[src/rtl/game_over_score_ctrl_if.sv]
`default_nettype none
// ---------------------------------------------------------------------------
// game_over_score_ctrl_if : text-path and control signals of the score overlay
// Rev 1.0
// ---------------------------------------------------------------------------
interface game_over_score_ctrl_if #(
  parameter int SCORE_W = 10
);
  logic               game_over;
  logic [SCORE_W-1:0] score;
  logic [7:0]         char_yx;
  logic [7:0]         rom_char_yx;
  logic [6:0]         rom_char_code;
  logic [6:0]         char_code;
  logic               busy;
  logic               ready;

  modport master (
    output game_over, score, char_yx, rom_char_code,
    input  rom_char_yx, char_code, busy, ready
  );

  modport slave (
    input  game_over, score, char_yx, rom_char_code,
    output rom_char_yx, char_code, busy, ready
  );
endinterface
`default_nettype wire

[src/rtl/game_over_score_ctrl.sv]
`default_nettype none
// ---------------------------------------------------------------------------
// game_over_score_ctrl : game-over screen sequencer, binary->BCD score overlay
//   Optional macro LEADING_ZERO_BLANK_EN blanks leading zero digits.
// Rev 1.0
// ---------------------------------------------------------------------------
module game_over_score_ctrl #(
  parameter int         SCORE_W   = 10,
  parameter int         DIGITS    = 4,
  parameter logic [3:0] SCORE_ROW = 4'h4,
  parameter logic [3:0] SCORE_COL = 4'hB
) (
  input  logic                   clk,
  input  logic                   rst,
  game_over_score_ctrl_if.slave  bus
);

  localparam int BCD_W = DIGITS * 4;
  localparam int CNT_W = (SCORE_W > 1) ? $clog2(SCORE_W) : 1;

  localparam logic [1:0] S_IDLE = 2'd0;
  localparam logic [1:0] S_CONV = 2'd1;
  localparam logic [1:0] S_DONE = 2'd2;

  localparam logic [CNT_W-1:0] C_LAST_CNT = CNT_W'(SCORE_W - 1);

  logic [1:0]         state_q, state_d;
  logic               go_q, go_d;
  logic [SCORE_W-1:0] bin_q, bin_d;
  logic [BCD_W-1:0]   bcd_q, bcd_d;
  logic [CNT_W-1:0]   cnt_q, cnt_d;
  logic [7:0]         yx_q, yx_d;

  logic               w_rise;
  logic [BCD_W-1:0]   w_bcd_adj;

  assign w_rise          = bus.game_over & ~go_q;
  assign bus.rom_char_yx = bus.char_yx;

  // State and datapath registers
  always_ff @(posedge clk) begin
    if (rst) begin
      state_q <= S_IDLE;
      go_q    <= 1'b0;
      bin_q   <= '0;
      bcd_q   <= '0;
      cnt_q   <= '0;
      yx_q    <= '0;
    end else begin
      state_q <= state_d;
      go_q    <= go_d;
      bin_q   <= bin_d;
      bcd_q   <= bcd_d;
      cnt_q   <= cnt_d;
      yx_q    <= yx_d;
    end
  end

  // Next-state logic
  always_comb begin
    state_d = state_q;
    case (state_q)
      S_IDLE: if (w_rise) state_d = S_CONV;
      S_CONV: begin
        if (!bus.game_over)         state_d = S_IDLE;
        else if (cnt_q == C_LAST_CNT) state_d = S_DONE;
      end
      S_DONE: if (!bus.game_over) state_d = S_IDLE;
      default: state_d = S_IDLE;
    endcase
  end

  // Double-dabble step: add-3 correction on each nibble >= 5, then shift
  always_comb begin
    w_bcd_adj = bcd_q;
    for (int n = 0; n < DIGITS; n++) begin
      if (bcd_q[n*4 +: 4] >= 4'd5)
        w_bcd_adj[n*4 +: 4] = 4'(bcd_q[n*4 +: 4] + 4'd3);
    end
  end

  always_comb begin
    go_d  = bus.game_over;
    yx_d  = bus.char_yx;
    bin_d = bin_q;
    bcd_d = bcd_q;
    cnt_d = cnt_q;
    case (state_q)
      S_IDLE: begin
        if (w_rise) begin
          bin_d = bus.score;
          bcd_d = '0;
          cnt_d = '0;
        end
      end
      S_CONV: begin
        if (!bus.game_over) begin
          bcd_d = '0;
        end else begin
          {bcd_d, bin_d} = {w_bcd_adj[BCD_W-2:0], bin_q, 1'b0};
          cnt_d          = cnt_q + 1'b1;
        end
      end
      S_DONE: if (!bus.game_over) bcd_d = '0;
      default: ;
    endcase
  end

  // Outputs: status flags and the score-field overlay on the ROM data
  always_comb begin : p_outputs
    logic       hit;
    logic       nz_seen;
    logic       blank;
    logic [3:0] nib;
    logic [6:0] sel;
    bus.busy  = (state_q == S_CONV);
    bus.ready = (state_q == S_DONE);
    hit       = 1'b0;
    nz_seen   = 1'b0;
    blank     = 1'b0;
    nib       = '0;
    sel       = '0;
    for (int i = 0; i < DIGITS; i++) begin
      nib     = bcd_q[(DIGITS-1-i)*4 +: 4];
      nz_seen = nz_seen | (nib != 4'd0);
`ifdef LEADING_ZERO_BLANK_EN
      blank   = !nz_seen && (i != DIGITS - 1);
`else
      blank   = 1'b0;
`endif
      if ((yx_q[7:4] == SCORE_ROW) &&
          (32'(yx_q[3:0]) == 32'(SCORE_COL) + 32'(i))) begin
        hit = 1'b1;
        sel = blank ? 7'h00 : 7'(7'h30 + {3'b000, nib});
      end
    end
    if (hit)
      bus.char_code = (state_q == S_DONE) ? sel : 7'h00;
    else
      bus.char_code = bus.rom_char_code;
  end

endmodule
`default_nettype wire

[src/flat_wrapper.sv]
// flat-port wrapper written by rule: the top's interface ports become plain ports
module game_over_score_ctrl_flat 
#(
  parameter int         SCORE_W   = 10,
  parameter int         DIGITS    = 4,
  parameter logic [3:0] SCORE_ROW = 4'h4,
  parameter logic [3:0] SCORE_COL = 4'hB
)
  (clk, rst, bus_game_over, bus_score, bus_char_yx, bus_rom_char_code, bus_rom_char_yx, bus_char_code, bus_busy, bus_ready);
  game_over_score_ctrl_if #(.SCORE_W(SCORE_W)) bus_i ();
  input  logic clk;
  input  logic rst;
  input wire logic [$bits(bus_i.game_over)-1:0] bus_game_over;
  input wire logic [$bits(bus_i.score)-1:0] bus_score;
  input wire logic [$bits(bus_i.char_yx)-1:0] bus_char_yx;
  input wire logic [$bits(bus_i.rom_char_code)-1:0] bus_rom_char_code;
  output wire logic [$bits(bus_i.rom_char_yx)-1:0] bus_rom_char_yx;
  output wire logic [$bits(bus_i.char_code)-1:0] bus_char_code;
  output wire logic [$bits(bus_i.busy)-1:0] bus_busy;
  output wire logic [$bits(bus_i.ready)-1:0] bus_ready;
  assign bus_i.game_over = bus_game_over;
  assign bus_i.score = bus_score;
  assign bus_i.char_yx = bus_char_yx;
  assign bus_i.rom_char_code = bus_rom_char_code;
  assign bus_rom_char_yx = bus_i.rom_char_yx;
  assign bus_char_code = bus_i.char_code;
  assign bus_busy = bus_i.busy;
  assign bus_ready = bus_i.ready;
  game_over_score_ctrl #(.SCORE_W(SCORE_W), .DIGITS(DIGITS), .SCORE_ROW(SCORE_ROW), .SCORE_COL(SCORE_COL)) u_core (.clk(clk), .rst(rst), .bus(bus_i));
endmodule
[config.mk]
export PLATFORM = sky130hd
export DESIGN_NAME = game_over_score_ctrl_flat
export DESIGN_NICKNAME = d
export VERILOG_FILES = /design/src/rtl/game_over_score_ctrl_if.sv /design/src/rtl/game_over_score_ctrl.sv /design/src/flat_wrapper.sv
export SDC_FILE = /design/constraint.sdc
export NUM_CORES = 1
export LEC_CHECK = 0
export ABC_AREA = 1
export CAP_MARGIN = 20
export CORE_UTILIZATION = 25
export CTS_CLUSTER_SIZE = 20
export DETAILED_ROUTE_END_ITERATION = 8
export PLACE_DENSITY_LB_ADDON = 0.12
export SYNTH_ARGS = -nofsm -noshare
export SYNTH_HDL_FRONTEND = slang
export SYNTH_SLANG_ARGS = --single-unit
[constraint.sdc]
create_clock -name clk -period 4.6 [get_ports clk]
set_clock_uncertainty 0.05 [all_clocks]
set_input_delay 1.38 -clock clk [delete_from_list [all_inputs] [get_ports clk]]
set_output_delay 1.38 -clock clk [all_outputs]
set_load 0.01 [all_outputs]
=== After elaboration in Yosys (flattened, before gate mapping) ===
Index checks and enable logic that the tools add are counted.

* Flip-flop bits (word level): 41
* Input bits: 28
* Output and inout port bits: 17
* Word-level logic and storage cells: 72

* Add/subtract/negate cells: 9
* Magnitude comparators: 4
* Equality and inequality tests: 12
* Multiplexer cells: 29
* Bitwise operators: 2
* Reductions and logical operators: 10

{| class="wikitable"
|+ Operators with widths
! operator !! number
|-
| $mux 16 || 3
|-
| $pmux 16 s3 || 1
|-
| $mux 7 || 6
|-
| $add 6x4->7 const A || 4
|-
| $eq 4x4->1 const B || 5
|-
| $mux 10 || 2
|-
| $mux 4 || 5
|-
| $pmux 10 s2 || 1
|-
| $ge 4x3->1 const B || 4
|-
| $add 4x2->4 const B || 3
|-
| $reduce_and 3->1 || 3
|-
| $mux 2 || 4
|-
| $pmux 4 s2 || 1
|-
| $pmux 2 s3 || 1
|-
| $add 4x1->4 const B || 1
|-
| $eq 4x3->1 const B || 1
|-
| $logic_and 1x1->1 || 4
|-
| $mux 1 || 4
|-
| $ne 2x2->1 const B || 2
|-
| $add 3x2->3 const B || 1
|-
| $mux 3 || 1
|-
| $ne 3x2->1 const B || 1
|-
| $reduce_bool 3->1 || 1
|-
| $eq 2x1->1 const B || 1
|-
| other kinds (6) || 6
|}

=== Depth between registers and ports, before layout ===
* Word-level depth: 8
* Gate-level depth with buffers: 10
* Depth with buffers taken out: 9

=== Worst setup path before layout ===
Ideal clock, no wire load.

* Path kind: input to output
* Start point: in bus_rom_char_code[4]
* End point: out bus_char_code[4]
* Arrival time: 1.683 ns
* Setup slack: 1.487 ns
* Stages on the path: 2
* Path buffers: 0
* Cell sequence: inv_1 o21ai_0

* Word-level cells in the longest chain between the ends: 1

{| class="wikitable"
|+ Ends and longest elaborated chain
! element !! RTL line !! text
|-
| start: declaration || flat_wrapper.sv:16 || <nowiki>input wire logic [$bits(bus_i.rom_char_code)-1:0] bus_rom_char_code;</nowiki>
|-
| $mux 7 || game_over_score_ctrl.sv:137 || <nowiki>if (hit)</nowiki>
|-
| end: declaration || flat_wrapper.sv:18 || <nowiki>output wire logic [$bits(bus_i.char_code)-1:0] bus_char_code;</nowiki>
|}

Every way passes these cells.

=== Final worst setup path ===
* Start point: in bus_rom_char_code[5]
* End point: out bus_char_code[5]

Same word-level chain as after synthesis.

==> results by group <==
Run status
  • Status: complete, no violations

Route
  • DRC errors left: 0
  • Average vias per placed instance: 4.26
  • Drt pass-1 iters: 5
  • Detailed Route Iter0 Violations: 109
  • Via count: 2,179
  • WL per Instance: 10.9 um
  • Final wirelength: 5.55 mm
  • Routed Antenna Nets: 0

Clocking
  • CTS tree: yes
  • Post-CTS Hold Fix Bufs: 0
  • Setup Buffers After CTS: 0
  • CTS sink cnt: 41
  • Cts bufs inserted: 5
  • Post_cts resized: 0
  • Clock root buffer: clkbuf_8
  • Worst skew pair latency: 0.29 ns
  • H-Tree Depth: 2
  • Clock buffer depth: 2
  • Clock-pin transition on the worst setup and hold timing paths: 0.09 ns

Global route
  • Initial antenna violation count: 0
  • Total gr overflow: 0
  • Largest net degree at the start of global routing: 28
  • Tot GR Track Use: 11.7%
  • First-pass GRT wire length: 9.31 mm
  • Vias in the first global route: 1,957

Worst setup path
  • Crit-path max FO: 1
  • Crit end category: primary output
  • Critical Path Start Type: input port
  • CP arrival: 2.60 ns
  • Worst EP required: 3.17 ns
  • CP Class: in2out

Cells and area
  • Multi-input gate area in the final layout: 0.00123 sq mm
  • Final net count: 419
  • Reg area: 821 sq um
  • Fin area: 0.00296 sq mm
  • Layout fillers: 1,010
  • Inserted Diodes: 0
  • Layout area overhead: 24.4%
  • Layout cells sized above 1: 8.64%

Synthesis
  • Post-Syn Instances: 347
  • Area share of the largest cell type after synthesis: 34.5%
  • Number of flops mapped to enable cells by yosys: 0
  • Synthesized net count: 385
  • Syn_area_per_cell: 6.85 sq um
  • Top post-synthesis cells by area: dfxtp_1 (35%), nand2_1 (13%), inv_1 (7.6%)
  • Largest family of logic cells by synthesized area: simple AND/OR/NAND/NOR gates
  • Netlist cell types: 31
  • Post-synth top area cell: dfxtp_1
  • Synthesis warning total: 0
  • FFs w/ async S/R, synth: 0%
  • FF+latch count, synth: 41
  • Synth Area in XOR/XNOR: 1.84%
  • Adder-cell share of the synthesized area: 5.26%
  • Most common cell in the synthesized netlist: nand2_1
  • Synth Area in Compound Gates: 13.3%
  • Most used DFF post-synth: dfxtp_1
  • Mux cell area share after synthesis: 0%
  • Post-Synthesis Cell Area: 0.00238 sq mm
  • Simple-gate share of the synthesized area: 31.3%
  • Synth top cells by count: nand2_1 (85), inv_1 (48), dfxtp_1 (41), nand3_1 (31), a21oi_1 (19)
  • Seq/Total Area, Yosys: 34.5%

Placed design
  • Gpl congestion: 0.740
  • Area post-placement: 0.00287 sq mm
  • PortBufs: 44
  • DPL Wire Length: 4.06 mm

Die
  • Area of the core: 0.00924 sq mm
  • Die H: 99.5 um
  • IO Count: 45
  • Die area: 0.00990 sq mm
  • Die Width: 99.5 um
  • Row count: 35
  • Starting Density: 25.7%

Job
  • Max_cap viols: 0

Power
  • Pleak: 1.28 nW
  • Cell area power density: 248 mW/mm^2
  • Worst VDD drop: 0.126 mV

Timing
  • RSZ-0062 raised after global routing: no
  • Fmax: 248 MHz
  • Setup TNS: 0 ns
  • Worst relative slew slack: 70.9%
  • Tightest Pin Transition: 0.435 ns
  • Final setup vio count: 0
  • Endpoints failing hold: 0
  • Final worst-path cycle share: 87.5%
  • Crit path time final: 4.03 ns
  • Pins Over Slew Limit: 0

Min path
  • Hold crit path type: reg2reg
-- cell usage in the layout, fill, tap and decap left out, types with 7 or more instances in the layout --
master / n
nand2_1: 85
inv_1: 48
clkdlybuf4s50_1: 44
dfxtp_1: 41
nand3_1: 31
a21oi_1: 19
nor2_1: 16
o21ai_1: 16
o21ai_0: 11
ha_1: 10
a31oi_1: 9
nand4_1: 7
-- report_power, final --
| group | total (mW) | leakage, nW | internal (mW) | switching (mW) |
|---|---|---|---|---|
| Clock | 0.246 | 0.0445 | 0.108 | 0.138 |
| Combinational | 0.109 | 0.899 | 0.0516 | 0.0574 |
| Sequential | 0.379 | 0.335 | 0.370 | 0.00956 |
| Total | 0.734 | 1.28 | 0.529 | 0.205 |
-- per-layer routing --
metal	vias to the layer above	global-route usage, %	share of wire, %
met5	-	0	0
met4	0	3.05	0.47
met3	2	2.25	3.6
met2	37	17.1	43
met1	959	17.5	53
li1	1181	-	-
-- area by class of cell --
type	instances	share of cell area (%)
Clock buffer	5	2.33
Tap cell	129	5.46
Inverter	53	6.77
Timing Repair Buffer	46	15.4
Clock inverter	3	0.719
Multi-Input combinational cell	234	41.6
Sequential cell	41	27.7
-- sequential cells by signal (all words and copies together) (netlist names) --
name / count
u_core.bcd_q: 16
u_core.bin_q: 10
u_core.cnt_q: 4
u_core.state_q: 2
u_core.go_q: 1
u_core.yx_q: 8
-- cells by family after synthesis --
group / count (synthesis)
simple gates: 160
flops: 41
compound gates: 59
buf+inv: 72
xor+xnor: 5
fa+ha+maj: 10
-- worst paths after layout --
path	start	endpoint	slack, ns	cells after the start
min reg2reg	u_core.bcd_q[3]	u_core.bcd_q[3]	0.42	2
max reg2reg	u_core.state_q[0]	u_core.cnt_q[3]	2.85	7
min	u_core.bcd_q[3]	u_core.bcd_q[3]	0.42	2
max	bus_rom_char_code[5]	bus_char_code[5]	0.57	4
-- worst max-delay path: stages --
cell and delay (ns):
clkdlybuf4s50_1 0.45, inv_1 0.03, o21ai_0 0.17, clkdlybuf4s50_1 0.57
-- per-stage QoR --
stage	std cells	util [%]	power (mW)	setup slack (ns)	hold slack (ns)
final	511	32.0	0.734	0.574	0.419
after global routing	511	32.0	0.774	0.496	0.442
after CTS	511	32.0	0.750	0.572	0.421
after detailed placement	503	31.0	0.498	0.572	0.408
after global placement	503	31.0	0.498	0.605	0.402
after floorplan	347	-	0.453	1.49	0.394
Note: power is estimated with default switching activity, not from simulation.
==> patch 1: new RTL, config.mk and constraints unchanged <==
`DIGITS` is set to 4 in 2 places; all go to 5.
--- a/src/rtl/game_over_score_ctrl.sv
+++ b/src/rtl/game_over_score_ctrl.sv
@@ -6,7 +6,7 @@
 // ---------------------------------------------------------------------------
 module game_over_score_ctrl #(
   parameter int         SCORE_W   = 10,
-  parameter int         DIGITS    = 4,
+  parameter int         DIGITS    = 5,
   parameter logic [3:0] SCORE_ROW = 4'h4,
   parameter logic [3:0] SCORE_COL = 4'hB
 ) (
--- a/src/flat_wrapper.sv
+++ b/src/flat_wrapper.sv
@@ -2,7 +2,7 @@
 module game_over_score_ctrl_flat 
 #(
   parameter int         SCORE_W   = 10,
-  parameter int         DIGITS    = 4,
+  parameter int         DIGITS    = 5,
   parameter logic [3:0] SCORE_ROW = 4'h4,
   parameter logic [3:0] SCORE_COL = 4'hB
 )
Behaviour: not the same (a bounded check fails within 4 cycles, from zero or initial values and one cycle with rst high).
==> patch 1 against the original RTL <==
  * Cell area up 9.4%
  * Routed wire length rose by 11%
  * Hold slack lost 3.3 ps
  * Non-clock buffer count stayed put
  * Utilization shrank 0.52 points
  * Register-to-register slack improved by 70 ps
  * Sequential cell count rose by 4
  * Clock power is 29% higher
  * First-iteration DRC count down 61%
  * Power is 15% higher
  * Area after synthesis rose by 11%
  * Setup slack improved by 87 ps
==> patch 1: results (changes against the original RTL) <==
Layout Nets=458 (+9.3%); DR WL/cell=11.11 um (+2.4%); relative slew slack=34.57% (-36 points); met2 Use GR=19.25% (+2.2 points); share of layout cells above drive strength 1=7.160% (-1.5 points); initial DRC count=42 (-61%); Cells after DPL=547 (+8.7%); sw frac=24.90% (-3.0 points); Register Area=900.9 um^2 (+9.8%); met1 usage in global routing=15.86% (-1.6 points); GR met3 Demand/Resource=2.059% (-0.19 points); syn_nets=425 (+10%); gpl congestion=0.7301 (-1.3%); Synth area leaders=dfxtp_1, nand2_1, inv_1; number of I/O port buffers=44 (unchanged); Total GRT Usage=11.71% (about the same); number of fill cells=1143 (+13%); VDD IR-drop max=0.1451 mV (+15%); Data arrival, critical path=2510 ps (-90 ps); detailed placement HPWL=4357 um (+7.4%); largest net degree at the start of global routing=31 (+11%); TritonRoute pass-1 iters=4 (-1); synth unique cells=32 (+3.2%); Seq/Total Area, Yosys=34.07% (-0.45 points); syn_area_per_cell=6.867 um^2 (+0.23%); final WL=6168 um (+11%); status=complete, no violations; first-pass GRT wire length=10450 um (+12%); DR vias=2452 (+13%); post-placement cell area=3120 um^2 (+8.8%); Leakage=1.406 nW (+9.9%); Largest regs=u_core.bcd_q x20, u_core.bin_q x10, u_core.yx_q x8
## patch 1: power by group through the flow
stage	sequential [mW]	combinational (mW)	clock, mW
after detailed placement	0.422	0.116	0
after global routing	0.415	0.126	0.346
final	0.413	0.113	0.317
after global placement	0.423	0.116	0
after CTS	0.413	0.116	0.330
after floorplan	0.420	0.0732	0
## patch 1: logic make-up after synthesis
kind of cell | share of synthesized area (%)
AND/OR/NAND/NOR | 32.61
buffers and inverters | 13.06
AO/OA/AOI/OAI | 12.59
flip-flops | 34.07
adder cells (fa/ha/maj) | 5.679
XOR/XNOR | 1.988
## patch 1: area by class of cell
type                    count  area share [%]
clock buffers               7           2.667
clock inverters             1          0.9277
inverters                  52           6.069
multi-input cells         268           43.18
flip-flops and latches     45           27.83
well taps                 136           5.257
repair buffers             46           14.07
## patch 1: routing by layer
metal | up-vias | routed length [um]
met4 | 0 | 53
met5 | - | 0
met1 | 1104 | 3215
met2 | 37 | 2714
met3 | 7 | 184
li1 | 1304 | -
## patch 1: path summary, 6_finish.rpt
path	cells after the start	slack, ps	start	to
worst max register to register	6	2920	u_core.state_q[0]	u_core.bcd_q[10]
worst min-delay path	2	420	u_core.bcd_q[7]	u_core.bcd_q[7]
worst min register to register	2	420	u_core.bcd_q[7]	u_core.bcd_q[7]
worst max-delay path	4	660	bus_rom_char_code[4]	bus_char_code[4]
## patch 1: critical path, cell delays in order
cell and delay (ps):
clkdlybuf4s50_1 450, nand3_1 70, nand2_1 70, clkdlybuf4s50_1 530
==> patch 2: new RTL, same settings <==
Without the edit above. Take the reset off `yx_q` and load it in a clocked block of its own.
--- a/src/rtl/game_over_score_ctrl.sv
+++ b/src/rtl/game_over_score_ctrl.sv
@@ -45,15 +45,17 @@
       bin_q   <= '0;
       bcd_q   <= '0;
       cnt_q   <= '0;
-      yx_q    <= '0;
     end else begin
       state_q <= state_d;
       go_q    <= go_d;
       bin_q   <= bin_d;
       bcd_q   <= bcd_d;
       cnt_q   <= cnt_d;
-      yx_q    <= yx_d;
     end
+  end
+
+  always_ff @(posedge clk) begin
+    yx_q <= yx_d;
   end
 
   // Next-state logic
Behaviour: not the same (Yosys sat finds a counterexample within 4 cycles, from zero or initial values and one cycle with rst high).
==> patch 2 against the original RTL <==
  * Cell area decreased by 3.0%
  * Area after synthesis decreased by 3.7%
  * Sequential cell count unchanged
  * Utilization increased by 0.56 points
  * Power increased by 3.9%
  * Highest routed layer unchanged
  * Critical endpoint unchanged
  * Routed wire length decreased by 4.7%
  * Sequential share of layout area increased by 0.87 points
  * Setup slack improved by 32 ps
  * The run now ends with design-rule violations left
  * Global-route usage increased by 0.40 points
==> patch 2: results (changes against the original RTL) <==
met2 Use GR=18.99% (+1.9 points); detailed placement HPWL=3786 um (-6.6%); largest net degree at the start of global routing=24 (-14%); Data arrival, critical path=2560 ps (-40 ps); TritonRoute pass-1 iters=6 (+1); initial DRC count=67 (-39%); pre-CTS setup slack=600.9 ps (+29.23 ps); DR WL/cell=11.11 um (+2.4%); FF-to-FF End=u_core.cnt_q[2]; VDD IR-drop max=0.1148 mV (-9.1%); Leakage=1.203 nW (-5.9%); syn_nets=370 (-3.9%); status=complete, but fails checks; failing checks=design-rule violations; number of fill cells=977 (-3.3%); final WL=5288 um (-4.7%); # DRC=16 (+16); Layout Nets=405 (-3.3%); Clk pwr share=36.3% (+2.8 points); GR met3 Demand/Resource=3.813% (+1.6 points); post-placement cell area=2763 um^2 (-3.7%); FF-to-FF path depth=8 (+1); first-pass GRT wire length=9356 um (+0.52%); Total GRT Usage=12.11% (+0.40 points); P_int=0.5598 mW (+5.8%); synth unique cells=28 (-9.7%)
## patch 2: area by class of cell
type	instances	area (um^2)	area share [%]
Multi-Input combinational cell	228	1180	41.14
Sequential cell	41	820.8	28.62
Timing Repair Buffer	46	455.4	15.88
Inverter	45	171.4	5.977
Tap cell	108	135.1	4.712
Clock buffer	7	96.34	3.360
Clock inverter	1	8.758	0.3054
## patch 2: worst max-delay path by stage
| stage | startpoint | to | slack (ps) | depth (start not counted) |
|---|---|---|---|---|
| 2_1_floorplan | bus_rom_char_code[4] | bus_char_code[4] | 1490 | 2 |
| 3_3_place_gp | bus_rom_char_code[5] | bus_char_code[5] | 610 | 4 |
| 3_5_place_dp | bus_rom_char_code[5] | bus_char_code[5] | 600 | 4 |
| 4_1_cts | bus_rom_char_code[5] | bus_char_code[5] | 600 | 4 |
| 5_1_grt | bus_rom_char_code[5] | bus_char_code[5] | 530 | 4 |
| 6_report | bus_rom_char_code[5] | bus_char_code[5] | 610 | 4 |
## patch 2: kinds of logic after synthesis
kind of cell             share of synthesized area, %
adder cells (fa/ha/maj)                         5.464
buffers and inverters                           12.62
XOR/XNOR                                        1.148
AO/OA/AOI/OAI                                   13.39
AND/OR/NAND/NOR                                 31.53
flip-flops                                      35.85
## patch 2: critical path, stage by stage
cell and delay, ps:
clkdlybuf4s50_1 450, inv_1 30, o21ai_0 150, clkdlybuf4s50_1 560
## patch 2: layer usage
metal / routed length [um] / part of all wire [%] / vias up
met5: 0 / 0 / -
met4: 30 / 0.57 / 0
met3: 285 / 5.4 / 2
met2: 2272 / 43 / 50
met1: 2699 / 51 / 957
li1: - / - / 1144
